===== config.mk =====
export PLATFORM = sky130hd
export DESIGN_NAME = keypad_scanner
export DESIGN_NICKNAME = d
export VERILOG_FILES = /design/src/rtl/keypad_pkg.sv /design/src/rtl/row_sync.sv /design/src/rtl/keypad_scanner.sv
export SDC_FILE = /design/constraint.sdc
export NUM_CORES = 1
export LEC_CHECK = 0
export BUFFER_PORTS_ARGS = -buffer_cell sky130_fd_sc_hd__buf_4
export CAP_MARGIN = 0
export CORE_MARGIN = 10
export CORE_UTILIZATION = 30
export CTS_BUF_LIST = sky130_fd_sc_hd__clkbuf_2
export CTS_CLUSTER_SIZE = 20
export DETAILED_ROUTE_END_ITERATION = 16
export HOLD_SLACK_MARGIN = 0.03
export PLACE_DENSITY = 0.51
export SYNTH_ARGS = -nofsm -noshare
export SYNTH_HDL_FRONTEND = slang
export SYNTH_SLANG_ARGS = --single-unit

===== constraint.sdc =====
create_clock -name clk -period 4 [get_ports clk]
set_input_delay 0.4 -clock clk [delete_from_list [all_inputs] [get_ports clk]]
set_output_delay 0.4 -clock clk [all_outputs]
set_load 0.1 [all_outputs]

===== src/rtl/keypad_pkg.sv =====
// Shared keypad definitions: key-code constants, scanner FSM state type and
// small helpers used by the scanner and the downstream key classifier.
package keypad_pkg;

    localparam logic [3:0] KEY_0    = 4'h0;
    localparam logic [3:0] KEY_1    = 4'h1;
    localparam logic [3:0] KEY_2    = 4'h2;
    localparam logic [3:0] KEY_3    = 4'h3;
    localparam logic [3:0] KEY_4    = 4'h4;
    localparam logic [3:0] KEY_5    = 4'h5;
    localparam logic [3:0] KEY_6    = 4'h6;
    localparam logic [3:0] KEY_7    = 4'h7;
    localparam logic [3:0] KEY_8    = 4'h8;
    localparam logic [3:0] KEY_9    = 4'h9;
    localparam logic [3:0] KEY_A    = 4'hA;
    localparam logic [3:0] KEY_B    = 4'hB;
    localparam logic [3:0] KEY_C    = 4'hC;
    localparam logic [3:0] KEY_D    = 4'hD;
    localparam logic [3:0] KEY_STAR = 4'hE;
    localparam logic [3:0] KEY_HASH = 4'hF;

    typedef enum logic [1:0] {
        SCAN     = 2'd0,
        DEBOUNCE = 2'd1,
        PRESSED  = 2'd2,
        RELEASE  = 2'd3
    } kp_state_t;

    // Counter width covering the larger of two cycle counts (at least 1 bit).
    function automatic int unsigned cnt_width(input int unsigned a, input int unsigned b);
        int unsigned m;
        m = (a > b) ? a : b;
        return (m < 2) ? 1 : $clog2(m);
    endfunction

    // Lowest-index row that reads low; rows are active-low.
    function automatic logic [1:0] first_low(input logic [3:0] rows);
        casez (rows)
            4'b???0: return 2'd0;
            4'b??01: return 2'd1;
            4'b?011: return 2'd2;
            default: return 2'd3;
        endcase
    endfunction

    function automatic logic [3:0] key_lookup(input logic [1:0] row, input logic [1:0] col);
        case ({row, col})
            4'b00_00: return KEY_1;
            4'b00_01: return KEY_2;
            4'b00_10: return KEY_3;
            4'b00_11: return KEY_A;
            4'b01_00: return KEY_4;
            4'b01_01: return KEY_5;
            4'b01_10: return KEY_6;
            4'b01_11: return KEY_B;
            4'b10_00: return KEY_7;
            4'b10_01: return KEY_8;
            4'b10_10: return KEY_9;
            4'b10_11: return KEY_C;
            4'b11_00: return KEY_STAR;
            4'b11_01: return KEY_0;
            4'b11_10: return KEY_HASH;
            default:  return KEY_D;
        endcase
    endfunction

endpackage


===== src/rtl/row_sync.sv =====
// Two-flop synchronizer for the asynchronous, active-low keypad rows.
module row_sync (
    input  logic       clk,
    input  logic       rst_n,
    input  logic [3:0] d,
    output logic [3:0] q
);

    logic [3:0] meta;

    always_ff @(posedge clk or negedge rst_n) begin
        if (!rst_n) begin
            meta <= '1;
            q    <= '1;
        end else begin
            meta <= d;
            q    <= meta;
        end
    end

endmodule


===== src/rtl/keypad_scanner.sv =====
// 4x4 matrix keypad scanner: column scan, debounce of press and release,
// single-key (no rollover) reporting of a key code with valid/held flags.
module keypad_scanner
    import keypad_pkg::*;
#(
    parameter int unsigned SCAN_DIV        = 1000,
    parameter int unsigned DEBOUNCE_CYCLES = 20000
) (
    input  logic       clk,
    input  logic       rst_n,
    input  logic [3:0] row_in,
    output logic [3:0] col_out,
    output logic [3:0] key_code,
    output logic       key_valid,
    output logic       key_held
);

    localparam int unsigned CW = cnt_width(SCAN_DIV, DEBOUNCE_CYCLES);
    localparam logic [CW-1:0] SCAN_LAST = CW'(SCAN_DIV - 1);
    localparam logic [CW-1:0] DB_LAST   = CW'(DEBOUNCE_CYCLES - 1);

    kp_state_t     state, state_nxt;
    logic [CW-1:0] cnt, cnt_nxt;
    logic [1:0]    col_idx, col_idx_nxt;
    logic [1:0]    lrow, lrow_nxt;
    logic [3:0]    row_s;
    logic          row_low;
    logic          accept;

    row_sync u_row_sync (
        .clk   (clk),
        .rst_n (rst_n),
        .d     (row_in),
        .q     (row_s)
    );

    assign row_low = ~row_s[lrow];
    assign accept  = (state == DEBOUNCE) && (state_nxt == PRESSED);

    always_ff @(posedge clk or negedge rst_n) begin
        if (!rst_n) begin
            state     <= SCAN;
            cnt       <= '0;
            col_idx   <= '0;
            lrow      <= '0;
            key_code  <= '0;
            key_valid <= 1'b0;
        end else begin
            state     <= state_nxt;
            cnt       <= cnt_nxt;
            col_idx   <= col_idx_nxt;
            lrow      <= lrow_nxt;
            key_valid <= accept;
            if (accept)
                key_code <= key_lookup(lrow, col_idx);
        end
    end

    // One counter serves as scan divider in SCAN and debounce timer elsewhere.
    always_comb begin
        state_nxt   = state;
        cnt_nxt     = (cnt == '1) ? cnt : cnt + 1'b1;
        col_idx_nxt = col_idx;
        lrow_nxt    = lrow;
        case (state)
            SCAN: begin
                if (row_s != 4'b1111) begin
                    lrow_nxt  = first_low(row_s);
                    cnt_nxt   = '0;
                    state_nxt = DEBOUNCE;
                end else if (cnt >= SCAN_LAST) begin
                    cnt_nxt     = '0;
                    col_idx_nxt = col_idx + 2'd1;
                end
            end
            DEBOUNCE: begin
                if (!row_low) begin
                    cnt_nxt     = '0;
                    col_idx_nxt = col_idx + 2'd1;
                    state_nxt   = SCAN;
                end else if (cnt >= DB_LAST) begin
                    cnt_nxt   = '0;
                    state_nxt = PRESSED;
                end
            end
            PRESSED: begin
                cnt_nxt = '0;
                if (!row_low)
                    state_nxt = RELEASE;
            end
            RELEASE: begin
                if (row_low) begin
                    cnt_nxt   = '0;
                    state_nxt = PRESSED;
                end else if (cnt >= DB_LAST) begin
                    cnt_nxt     = '0;
                    col_idx_nxt = col_idx + 2'd1;
                    state_nxt   = SCAN;
                end
            end
            default: begin
                cnt_nxt   = '0;
                state_nxt = SCAN;
            end
        endcase
    end

    always_comb begin
        col_out          = '1;
        col_out[col_idx] = 1'b0;
        key_held         = (state == PRESSED) || (state == RELEASE);
    end

endmodule

==> impl_metrics.yaml <==
status:
  status: "complete, no violations"
worst_setup_path:
  cp_common_cell: "inv_1"
  worst_setup_path_end_kind: "output port"
  worst-path-buf-inv: 3
  startpoint_type: "flop"
  cp_max_fo: 9
  cpPeakStageDelay_ns: 0.54
  crit_arrival_ns: 1.70
  crit_chain: "inv_1 > ha_1 > inv_1 > buf_4"
  critPathKind: "reg -> out"
  cp_top_family: "flip-flops"
  cp.required_ns: 3.60
  cpMaxStageDelayCell: "dfrtp_1"
layout:
  final_nets: 208
  layout-drive-gt1-share_pct: 21.9
  fillerInstances: 616
  antenna_cells: 0
  synthToLayoutAreaGrowth_pct: 13.7
timing:
  finalSetupViolations: 0
  skew_ns: 0.0146
  max_freq_mhz: 476
  drv_slew: 0
  hold_viol: 0
  finalCriticalPeriod_ns: 2.10
  maxSlewHeadroom_pct: 65.8
  tns_ns: 0
  fin_crit_sh_pct: 52.5
  setup_slack_ns: 1.90
  tightest_slew_ns: 0.509
  worst_hold_slack_ns: 0.0883
  rsz0062_at_grt: "false"
floorplanning:
  rows: 28
  start_util_pct: 31.1
  dieArea_um2: 9770
  ios: 16
  fp.dieW_um: 98.8
  core_area_um2: 5990
  die_y_um: 98.8
power:
  ir_drop_uv: 365
  pwr_density_cell_nw_per_um2: 549
  power.leakage_uw: 0.000926
clock_network:
  root_buffer: "clkbuf_2"
  insertion_delay_ns: 0.39
  cts-buffers-inserted: 5
  cts_tree: "done"
  cts.path.max_buffers: 2
  clock_sinks: 34
  ctsResizeCount: 0
  htree_levels: 2
  cts.clk_slew.worst_paths_ns: 0.20
synthesis:
  synth_fa_ha_area_share_pct: 4.70
  synth_compound_area_share_pct: 8.93
  avgSynthCellArea_um2: 10.5
  synthesis.nets: 191
  yosys_warnings: 0
  synth.most_common_cell: "dfrtp_1"
  synth_top_cell_area_share_pct: 34.9
  synth_edf_count: 0
  synthArstFlopShare_pct: 100
  ys_top_cells_by_area: "dfrtp_1, dfstp_2, ha_1, nand2_1, xnor2_1"
  syn_inst: 178
  yosysSeqAreaShare_pct: 46.2
  synth-simple-area-share_pct: 20.9
  synth_cell_type_count: 45
  synth_top_area_cell: "dfrtp_1"
  synth_ff_type: "dfrtp_1"
  ys_seq_elements: 34
  synth_top_family_by_area: "simple AND/OR/NAND/NOR gates"
  synthXorXnorAreaFrac_pct: 6.11
  syn_area_um2: 1860
  muxShareOfSynthArea_pct: 7.65
  synthTopCellsByCount: "dfrtp_1, nand2_1, inv_1, nor2_1, a21oi_1"
global_route:
  grt_max_degree: 35
  grt_pass1_wl_mm: 6.22
  grt_pass1_vias: 1272
  grt_overflow: 0
  grt_usage_pct: 7.51
  grt_antenna_before_repair: 0
run:
  cap_violations: 0
routing:
  ant_nets: 0
  drt_iter0_drc: 43
  drt_wl_total_mm: 3.54
  wire_per_inst_um: 13.1
  first_pass_iters: 4
  vias: 1312
  drc: 0
  vias_per_cell: 4.84
hold_path:
  hold_class: "in -> reg"
placed_design:
  io_buffers: 15
  place_ws_ns: 1.97
  gp_congestion: 0.771
  post-dp-hpwl_mm: 2.55
report_power, final:
part	internal, uW	total [uW]	switching, uW
clock	169	298	128
sequential	383	447	63.9
combinational	157	419	262
metal layers:
| metal | vias up | routed length, um | GRT usage, % |
|---|---|---|---|
| li1 | 660 | - | - |
| met1 | 632 | 1830 | 10.4 |
| met2 | 16 | 1540 | 10.4 |
| met3 | 4 | 104 | 2.03 |
| met4 | 0 | 64 | 3.64 |
| met5 | - | 0 | 0 |
area by class of cell:
class,instances,area (um2),share of cell area [%]
tap,75,93.8,4.43
timing repair buffer,16,123,5.79
clock buffer,5,25.0,1.18
clock inverter,3,68.8,3.25
sequential,34,861,40.6
inverter,13,48.8,2.30
multi-input combinational,125,900,42.4
logic make-up after synthesis:
kind of cell	Yosys count
multiplexers	11
adder cells (fa/ha/maj)	7
XOR/XNOR	13
AND/OR/NAND/NOR	70
flip-flops	34
buffers and inverters	19
AO/OA/AOI/OAI	24
registers in the layout (all words and copies together), names as in the netlist:
| register | flops |
|---|---|
| cnt | 15 |
| key_code | 4 |
| u_row_sync.meta | 4 |
| u_row_sync.q | 4 |
| col_idx | 2 |
| lrow | 2 |
| state | 2 |
| key_valid | 1 |
repair_timing:
action,in CTS,in global routing
endpoints found under the hold margin,26,0
hold buffers,1,0
buffers inserted,0,0
worst register-to-register path, cell delays in order, from the launching register on:
cell,delay [ns]
dfrtp_1,0.46
ha_1,0.27
a211o_1,0.30
o2111ai_1,0.31
a211oi_1,0.12
a221oi_1,0.27
o311ai_0,0.17
cells in the final DEF (no fill, tap or decap), types with 2 or more instances in the layout:
cell type | synthesis | layout
a211oi_1 | 2 | 2
a21oi_1 | 9 | 9
and2_1 | 2 | 2
and3_1 | 4 | 4
and4_1 | 3 | 3
buf_4 | 0 | 15
bufinv_16 | 0 | 2
clkbuf_2 | 0 | 5
dfrtp_1 | 26 | 26
dfstp_2 | 8 | 8
ha_1 | 7 | 7
inv_1 | 13 | 13
mux2_2 | 3 | 3
mux2i_1 | 6 | 6
nand2_1 | 17 | 17
nand3_1 | 7 | 7
nand4_1 | 7 | 7
nor2_1 | 13 | 13
nor2_2 | 2 | 2
nor3_1 | 2 | 2
nor3b_1 | 2 | 2
nor4_1 | 2 | 2
o211ai_1 | 2 | 2
o21ai_0 | 3 | 3
xnor2_1 | 7 | 7
xor2_1 | 6 | 6
metrics by stage:
step	total power (uW)	cell area, um2	util, %	cells
2_1_floorplan	814	1860	-	178
3_3_place_gp	876	2020	33.6	262
3_5_place_dp	876	2020	33.6	262
4_1_cts	1180	2120	35.4	271
5_1_grt	1240	2120	35.4	271
6_report	1160	2120	35.4	271
worst paths after layout:
check | cells past startpoint | slack, ns | startpoint | endpoint
worst max-delay path | 4 | 1.90 | col_idx[0] | col_out[0]
worst min-delay path | 1 | 0.09 | row_in[0] | u_row_sync.meta[0]
worst max register to register | 6 | 1.98 | cnt[0] | col_idx[0]
worst min register to register | 0 | 0.37 | u_row_sync.meta[0] | u_row_sync.q[0]
max in group asynchronous | 2 | 3.20 | rst_n | u_row_sync.q[1]
min in group asynchronous | 2 | 0.47 | rst_n | cnt[10]
(Power assumes the default switching activity.)
